`src/rtl/mips_cpu_hilo_pkg.sv`:
```
// Shared constants for the HI/LO multiply/divide unit: op codes, FSM states,
// data width and the divide-by-zero LO value.
package mips_cpu_hilo_pkg;

  localparam int unsigned XLEN = 32;

  localparam logic [3:0] OP_NOP   = 4'd0;
  localparam logic [3:0] OP_MULT  = 4'd1;
  localparam logic [3:0] OP_MULTU = 4'd2;
  localparam logic [3:0] OP_DIV   = 4'd3;
  localparam logic [3:0] OP_DIVU  = 4'd4;
  localparam logic [3:0] OP_MTHI  = 4'd5;
  localparam logic [3:0] OP_MTLO  = 4'd6;
  localparam logic [3:0] OP_MADD  = 4'd7;
  localparam logic [3:0] OP_MADDU = 4'd8;

  localparam logic [XLEN-1:0] DIV0_LO_DEFAULT = 32'hFFFF_FFFF;

  typedef enum logic [1:0] {
    ST_IDLE    = 2'd0,
    ST_DIV_RUN = 2'd1,
    ST_DIV_FIX = 2'd2
  } hilo_state_t;

  function automatic logic [XLEN-1:0] neg_if(input logic neg, input logic [XLEN-1:0] v);
    return neg ? -v : v;
  endfunction

endpackage

```
`src/rtl/mips_cpu_divider.sv`:
```
// Iterative radix-2 restoring divider on unsigned magnitudes; one quotient bit
// per clock after the load edge. o_done flags the cycle whose edge retires the final step.
module mips_cpu_divider
  import mips_cpu_hilo_pkg::*;
#(
  parameter int unsigned ITERS = XLEN
) (
  input  logic            clk,
  input  logic            reset,
  input  logic            i_start,
  input  logic [XLEN-1:0] i_dividend,
  input  logic [XLEN-1:0] i_divisor,
  output logic            o_busy,
  output logic            o_done,
  output logic [XLEN-1:0] o_quotient,
  output logic [XLEN-1:0] o_remainder
);

  localparam int unsigned CW = $clog2(ITERS + 1);

  logic [CW-1:0]   r_cnt;
  logic            r_run;
  logic [XLEN-1:0] r_q;
  logic [XLEN-1:0] r_d;
  logic [XLEN-1:0] r_rem;

  logic [XLEN:0]   w_shift;
  logic [XLEN:0]   w_diff;
  logic            w_fits;

  // Dividend bits shift out of r_q while quotient bits shift in behind them.
  assign w_shift = {r_rem, r_q[XLEN-1]};
  assign w_diff  = w_shift - {1'b0, r_d};
  assign w_fits  = ~w_diff[XLEN];

  assign o_busy      = r_run;
  assign o_done      = r_run && (r_cnt == CW'(ITERS - 1));
  assign o_quotient  = r_q;
  assign o_remainder = r_rem;

  always_ff @(posedge clk) begin
    if (reset) begin
      r_cnt <= '0;
      r_run <= 1'b0;
      r_q   <= '0;
      r_d   <= '0;
      r_rem <= '0;
    end else if (i_start) begin
      r_cnt <= '0;
      r_run <= 1'b1;
      r_q   <= i_dividend;
      r_d   <= i_divisor;
      r_rem <= '0;
    end else if (r_run) begin
      r_rem <= w_fits ? w_diff[XLEN-1:0] : w_shift[XLEN-1:0];
      r_q   <= {r_q[XLEN-2:0], w_fits};
      r_cnt <= r_cnt + CW'(1);
      if (o_done) r_run <= 1'b0;
    end
  end

endmodule

```
`src/rtl/mips_cpu_hilo_unit.sv`:
```
// MIPS HI/LO unit: single-cycle MULT/MULTU/MTHI/MTLO, 33-cycle DIV/DIVU.
// Define MIPS_CPU_HILO_MADD_EN to enable MADD/MADDU accumulation into {hi,lo}.
//
// state      | meaning
// ST_IDLE    | accepts start; single-cycle ops update hi/lo here
// ST_DIV_RUN | divider iterating on operand magnitudes
// ST_DIV_FIX | signs applied, quotient/remainder written to lo/hi
module mips_cpu_hilo_unit
  import mips_cpu_hilo_pkg::*;
#(
  parameter int unsigned     DIV_ITERS = XLEN,
  parameter logic [XLEN-1:0] DIV0_LO   = DIV0_LO_DEFAULT
) (
  input  logic            clk,
  input  logic            reset,
  input  logic            start,
  input  logic [3:0]      op,
  input  logic [XLEN-1:0] op_a,
  input  logic [XLEN-1:0] op_b,
  output logic            busy,
  output logic            done,
  output logic [XLEN-1:0] hi,
  output logic [XLEN-1:0] lo
);

  hilo_state_t r_state;
  hilo_state_t w_state_nxt;

  logic [XLEN-1:0]   r_hi;
  logic [XLEN-1:0]   r_lo;
  logic              r_done;
  logic              r_neg_q;
  logic              r_neg_r;

  logic              w_accept;
  logic              w_div_op;
  logic              w_div_go;
  logic              w_mul_signed;
  logic              w_a_neg;
  logic              w_b_neg;
  logic [XLEN-1:0]   w_a_mag;
  logic [XLEN-1:0]   w_b_mag;
  logic [2*XLEN-1:0] w_mul_a;
  logic [2*XLEN-1:0] w_mul_b;
  logic [2*XLEN-1:0] w_prod;
  logic              w_div_busy;
  logic              w_div_last;
  logic [XLEN-1:0]   w_quo;
  logic [XLEN-1:0]   w_rem;

  assign w_accept     = start && (r_state == ST_IDLE);
  assign w_div_op     = (op == OP_DIV) || (op == OP_DIVU);
  assign w_div_go     = w_accept && w_div_op && (op_b != '0);
  assign w_mul_signed = (op == OP_MULT) || (op == OP_MADD);

  assign w_a_neg = (op == OP_DIV) && op_a[XLEN-1];
  assign w_b_neg = (op == OP_DIV) && op_b[XLEN-1];
  assign w_a_mag = neg_if(w_a_neg, op_a);
  assign w_b_mag = neg_if(w_b_neg, op_b);

  // Low 64 bits of the product of sign/zero-extended operands serve both MULT and MULTU.
  assign w_mul_a = {{XLEN{w_mul_signed & op_a[XLEN-1]}}, op_a};
  assign w_mul_b = {{XLEN{w_mul_signed & op_b[XLEN-1]}}, op_b};
  assign w_prod  = w_mul_a * w_mul_b;

`ifdef MIPS_CPU_HILO_MADD_EN
  logic [2*XLEN-1:0] w_acc;
  assign w_acc = {r_hi, r_lo} + w_prod;
`endif

  mips_cpu_divider #(
    .ITERS(DIV_ITERS)
  ) u_divider (
    .clk        (clk),
    .reset      (reset),
    .i_start    (w_div_go),
    .i_dividend (w_a_mag),
    .i_divisor  (w_b_mag),
    .o_busy     (w_div_busy),
    .o_done     (w_div_last),
    .o_quotient (w_quo),
    .o_remainder(w_rem)
  );

  always_ff @(posedge clk) begin
    if (reset) r_state <= ST_IDLE;
    else       r_state <= w_state_nxt;
  end

  always_comb begin
    w_state_nxt = r_state;
    case (r_state)
      ST_IDLE:    if (w_div_go) w_state_nxt = ST_DIV_RUN;
      ST_DIV_RUN: if (w_div_last) w_state_nxt = ST_DIV_FIX;
      ST_DIV_FIX: w_state_nxt = ST_IDLE;
      default:    w_state_nxt = ST_IDLE;
    endcase
  end

  always_ff @(posedge clk) begin
    if (reset) begin
      r_hi    <= '0;
      r_lo    <= '0;
      r_done  <= 1'b0;
      r_neg_q <= 1'b0;
      r_neg_r <= 1'b0;
    end else begin
      r_done <= 1'b0;
      if (r_state == ST_DIV_FIX) begin
        r_lo   <= neg_if(r_neg_q, w_quo);
        r_hi   <= neg_if(r_neg_r, w_rem);
        r_done <= 1'b1;
      end else if (w_accept) begin
        case (op)
          OP_MULT, OP_MULTU: begin
            {r_hi, r_lo} <= w_prod;
            r_done       <= 1'b1;
          end
          OP_MTHI: begin
            r_hi   <= op_a;
            r_done <= 1'b1;
          end
          OP_MTLO: begin
            r_lo   <= op_a;
            r_done <= 1'b1;
          end
          OP_DIV, OP_DIVU: begin
            if (op_b == '0) begin
              r_hi   <= op_a;
              r_lo   <= DIV0_LO;
              r_done <= 1'b1;
            end else begin
              r_neg_q <= w_a_neg ^ w_b_neg;
              r_neg_r <= w_a_neg;
            end
          end
`ifdef MIPS_CPU_HILO_MADD_EN
          OP_MADD, OP_MADDU: begin
            {r_hi, r_lo} <= w_acc;
            r_done       <= 1'b1;
          end
`endif
          default: ;
        endcase
      end
    end
  end

  assign busy = (r_state != ST_IDLE) || w_div_busy;
  assign done = r_done;
  assign hi   = r_hi;
  assign lo   = r_lo;

endmodule

```
`config.mk`:
```
export PLATFORM = sky130hd
export DESIGN_NAME = mips_cpu_hilo_unit
export DESIGN_NICKNAME = d
export VERILOG_FILES = /design/src/rtl/mips_cpu_hilo_pkg.sv /design/src/rtl/mips_cpu_divider.sv /design/src/rtl/mips_cpu_hilo_unit.sv
export SDC_FILE = /design/constraint.sdc
export NUM_CORES = 2
export LEC_CHECK = 0
export CELL_PAD_IN_SITES_DETAIL_PLACEMENT = 1
export CELL_PAD_IN_SITES_GLOBAL_PLACEMENT = 2
export CORE_MARGIN = 2
export CORE_UTILIZATION = 41
export DETAILED_ROUTE_END_ITERATION = 7
export PLACE_DENSITY_LB_ADDON = 0.25
export SLEW_MARGIN = 40
export SYNTH_ARGS = -nofsm -noshare
export SYNTH_HDL_FRONTEND = slang
export SYNTH_SLANG_ARGS = --single-unit
```
`constraint.sdc`:
```
create_clock -name clk -period 16.8 [get_ports clk]
set_input_delay 5.04 -clock clk [delete_from_list [all_inputs] [get_ports clk]]
set_output_delay 5.04 -clock clk [all_outputs]
set_load 0.02 [all_outputs]
```
==> results.txt <==
The antenna diode instance count is 0. The time the worst path needs with I/O delays and setup is 14880 ps. The total global-route track usage is 0.301. Synthesis produced a netlist with a net count of 7289. At the pin with the least slew margin, the transition time is 874 ps. The mean instance size in the synthesized netlist is 8.57 um2.

The library cell appearing most often on the critical path is sky130_fd_sc_hd__fa_1. The summed negative setup slack over all endpoints is 0 ps. The number of failing setup endpoints in the final timing report is 0.

The required time at the worst-slack endpoint came out at 17130 ps. The met3 layer wire length in the routed design is 11000 um. The depth of the CTS H-tree is 4.

The cell row count is 128. The net count of the finished layout is 7148. The via count of the first global-routing pass came out at 44.3k. The area of the core is 122000 um2. The worst setup path is of the in -> reg kind. The unique cell type count in the Yosys netlist came out at 77.

Once detailed placement completed, the half-perimeter wirelength came to 143000 um. For this design, the slowest cell found on the critical path is sky130_fd_sc_hd__fa_1. STA puts the critical path data arrival time at 15210 ps. The clock tree from TritonCTS is yes. The worst hold path stage count came out at 2. The delay of the slowest cell on the worst path is 880 ps. The cell depth of the worst setup path came out at 31. No sink is reached through more buffers than the 2 on the longest clock path. The number of standard cells in the final layout excluding fillers is 7340. Static timing analysis puts the maximum clock frequency at 0.0672 GHz. The number of endpoints with negative hold slack in the final report was 0. For this run, the detailed router's first-pass iteration total came to 5. The top routing layer in use is met5. The least setup slack across all paths after layout is 1920 ps. The initial core utilization is 0.412. In the final layout, the share of cells above drive strength 1 is 0.0415. The register area came out at 3450 um2. The initial DRC count came out at 2744.

The final worst clock skew came out at 12.6 ps. Synthesis inferred 172 register bits. The total area of multi-input combinational cells is 40800 um2. The count of warnings emitted by yosys came out at 0. The area of the mapped netlist is 50100 um2. The clock reaches the later pin of the worst-skew pair after 470 ps. The number of gates resized after CTS is 0.

Leaving out fill and tap cells, the most frequent cell in the layout is sky130_fd_sc_hd__inv_1. The die covers 125000 um2. The number of hold buffers added after CTS was 0. The final standard cell utilization of the core is 0.437.

The post-CTS repair timing setup buffer count came out at 0. Synthesis produced a netlist whose cell count is 5843. The worst slew margin relative to its limit is 0.410. Setup repair after global routing left no endpoint under its margin.

The kind of cell with the highest combined delay on the critical path is adder cells. In this run, CTS created clock tree buffers numbering 17. The remaining number of nets flagged by the antenna check after routing came out at 0.

The worst-case register-to-register setup slack came out at 12900 ps. Compared with the post-synthesis result, the final layout area differs by 6.07%. The height of the die is 353 um. The final estimated routing congestion in global placement came out at 0.870. The tree built by TritonCTS fans out to 172 sinks.

The final-layout fill cell count came out at 14.4k. The remaining global-route overflow came out at 0. The class of the worst hold path is reg -> reg.

The library cells used most frequently in the layout, excluding fill and tap cells, are sky130_fd_sc_hd__inv_1 (1189), sky130_fd_sc_hd__fa_1 (1126), sky130_fd_sc_hd__nand2_1 (930). Counting both buffers and inverters, the worst setup path holds a total of 8. The number of enable flip-flop cells after synthesis came out at 0.

The routed layout has 40.3k vias. Entering global routing, the biggest net connects 79 pins. The cell count after placement is 7307.

The run finished with clean final reports. The width of the die is 353 um. CTS placed an instance of sky130_fd_sc_hd__clkbuf_16 at the clock tree root. The vias per cell came out at 5.49. The category of the worst setup path capture point is a flip-flop. The routed metal-1 wire length is 83700 um. Of the available clock period, the critical path in the final layout requires 0.885.

During I/O placement, the number of pins put on the boundary was 137. The post-placement worst setup slack came out at 1410 ps. The number of pins exceeding their max-slew limit in the final report was 0. The sequential share of the synthesized area came out at 0.0688. The met2 wire length came out at 85900 um. For this block, the routed nets add up to 185000 um of wire. The detailed-route wire length per cell came out at 25.2 um.

For this run, the leading register cell type out of synthesis is sky130_fd_sc_hd__dfxtp_1. Port buffering added 136 buffers. The share of flip-flops with an asynchronous set or reset after synthesis is 0. The clock-pin slew on the worst setup and hold paths came out at 70 ps.

The worst setup path is launched from an input port. The initial antenna violation count was 11. The wire length of the first global-routing pass came out at 284000 um. The number of violations of the max-capacitance limit came out at 0.

The DRC violation count after routing is 0. The top fanout value on the critical path came out at 13. The worst reg-to-reg path cell count is 12.
-- kinds of logic (layout without fill, tap and decap cells) --
kind of cell / count (synthesis) / in the layout / synth area share
simple gates: 1760 / 1760 / 0.162
buf+inv: 1579 / 1451 / 0.119
fa+ha+maj: 1375 / 1375 / 0.512
compound gates: 682 / 682 / 0.0882
xor+xnor: 216 / 216 / 0.0378
flops: 172 / 172 / 0.0688
mux: 59 / 59 / 0.0118
-- area by class of cell --
cell class	instances	area share
inverters	1189	0.0840
repair buffers	230	0.0343
clock inverters	13	0.00264
well taps	1625	0.0383
flip-flops and latches	172	0.0649
multi-input cells	4092	0.767
clock buffers	19	0.00853
-- final timing paths --
path	from	end
worst max-delay path	op[1]	hi[27]
worst min-delay path	u_divider.r_d[21]	u_divider.r_d[21]
worst max register to register	u_divider.o_remainder[5]	u_divider.o_remainder[28]
worst min register to register	u_divider.r_d[21]	u_divider.r_d[21]
-- worst reg2reg max path, cell delays in order, from the launching register on --
cell and delay, ps:
sky130_fd_sc_hd__dfxtp_1 430, sky130_fd_sc_hd__ha_1 300, sky130_fd_sc_hd__or3_1 340, sky130_fd_sc_hd__or2_2 290, sky130_fd_sc_hd__o2111a_1 290, sky130_fd_sc_hd__o211ai_1 260, sky130_fd_sc_hd__nand4_1 130, sky130_fd_sc_hd__a31oi_1 280
sky130_fd_sc_hd__xnor2_2 140, sky130_fd_sc_hd__buf_4 500, sky130_fd_sc_hd__nand2_1 450, sky130_fd_sc_hd__o21bai_1 290, sky130_fd_sc_hd__a21oi_1 140
-- cells in the mapped netlist, types with 10 or more instances --
cell type	instances	area share
sky130_fd_sc_hd__o211ai_1	28	0.0042
sky130_fd_sc_hd__or2_2	18	0.0022
sky130_fd_sc_hd__nor4_1	17	0.0021
sky130_fd_sc_hd__xnor2_1	121	0.021
sky130_fd_sc_hd__or4_1	17	0.0025
sky130_fd_sc_hd__buf_2	10	0.0010
sky130_fd_sc_hd__nor3b_1	12	0.0018
sky130_fd_sc_hd__buf_1	69	0.0052
sky130_fd_sc_hd__o31ai_1	32	0.0048
sky130_fd_sc_hd__a31oi_1	26	0.0032
sky130_fd_sc_hd__a21oi_1	178	0.018
sky130_fd_sc_hd__a311oi_1	18	0.0031
sky130_fd_sc_hd__o21a_1	13	0.0019
sky130_fd_sc_hd__a22oi_1	13	0.0019
sky130_fd_sc_hd__ha_1	249	0.062
sky130_fd_sc_hd__o21bai_1	16	0.0024
sky130_fd_sc_hd__nand2_1	930	0.070
sky130_fd_sc_hd__a21o_1	32	0.0048
sky130_fd_sc_hd__xor2_1	95	0.017
sky130_fd_sc_hd__nand4_1	26	0.0032
sky130_fd_sc_hd__nand3_1	40	0.0040
sky130_fd_sc_hd__or3_1	16	0.0020
sky130_fd_sc_hd__mux2i_1	57	0.011
sky130_fd_sc_hd__nor2b_1	15	0.0019
sky130_fd_sc_hd__nor2_1	234	0.018
sky130_fd_sc_hd__a211oi_1	73	0.011
sky130_fd_sc_hd__o22ai_1	15	0.0019
sky130_fd_sc_hd__dfxtp_1	172	0.069
sky130_fd_sc_hd__inv_1	1189	0.089
sky130_fd_sc_hd__and3_1	31	0.0039
sky130_fd_sc_hd__and2_1	287	0.036
sky130_fd_sc_hd__nand2b_1	29	0.0036
sky130_fd_sc_hd__fa_1	1126	0.45
sky130_fd_sc_hd__o21ai_0	148	0.015
sky130_fd_sc_hd__nor3_1	53	0.0053
sky130_fd_sc_hd__o221ai_1	19	0.0033
sky130_fd_sc_hd__clkbuf_1	311	0.023
sky130_fd_sc_hd__o41ai_1	13	0.0023
-- per-layer routing --
layer  vias to the layer above  GRT usage
met1                     21483      0.433
met2                      1160      0.490
met4                         4     0.0706
met3                       187     0.0316
met5                         -          0
li1                      17452          -
-- sequential cells by signal (all words and copies together) (netlist names), 2 cells and up --
| signal | cells |
|---|---|
| hi | 32 |
| lo | 32 |
| r_state | 2 |
| u_divider.o_quotient | 32 |
| u_divider.o_remainder | 32 |
| u_divider.r_cnt | 6 |
| u_divider.r_d | 32 |
-- metrics by stage --
step | hold WS (ps) | instance area (um2)
after global routing | 480 | 53100
after CTS | 456 | 53100
after detailed placement | 445 | 52500
after global placement | 439 | 52500
after floorplan | 432 | 50100
final | 456 | 53100
Power is not shown: default switching activity piles up to over one toggle a cycle in this logic, so the estimate is an artifact.
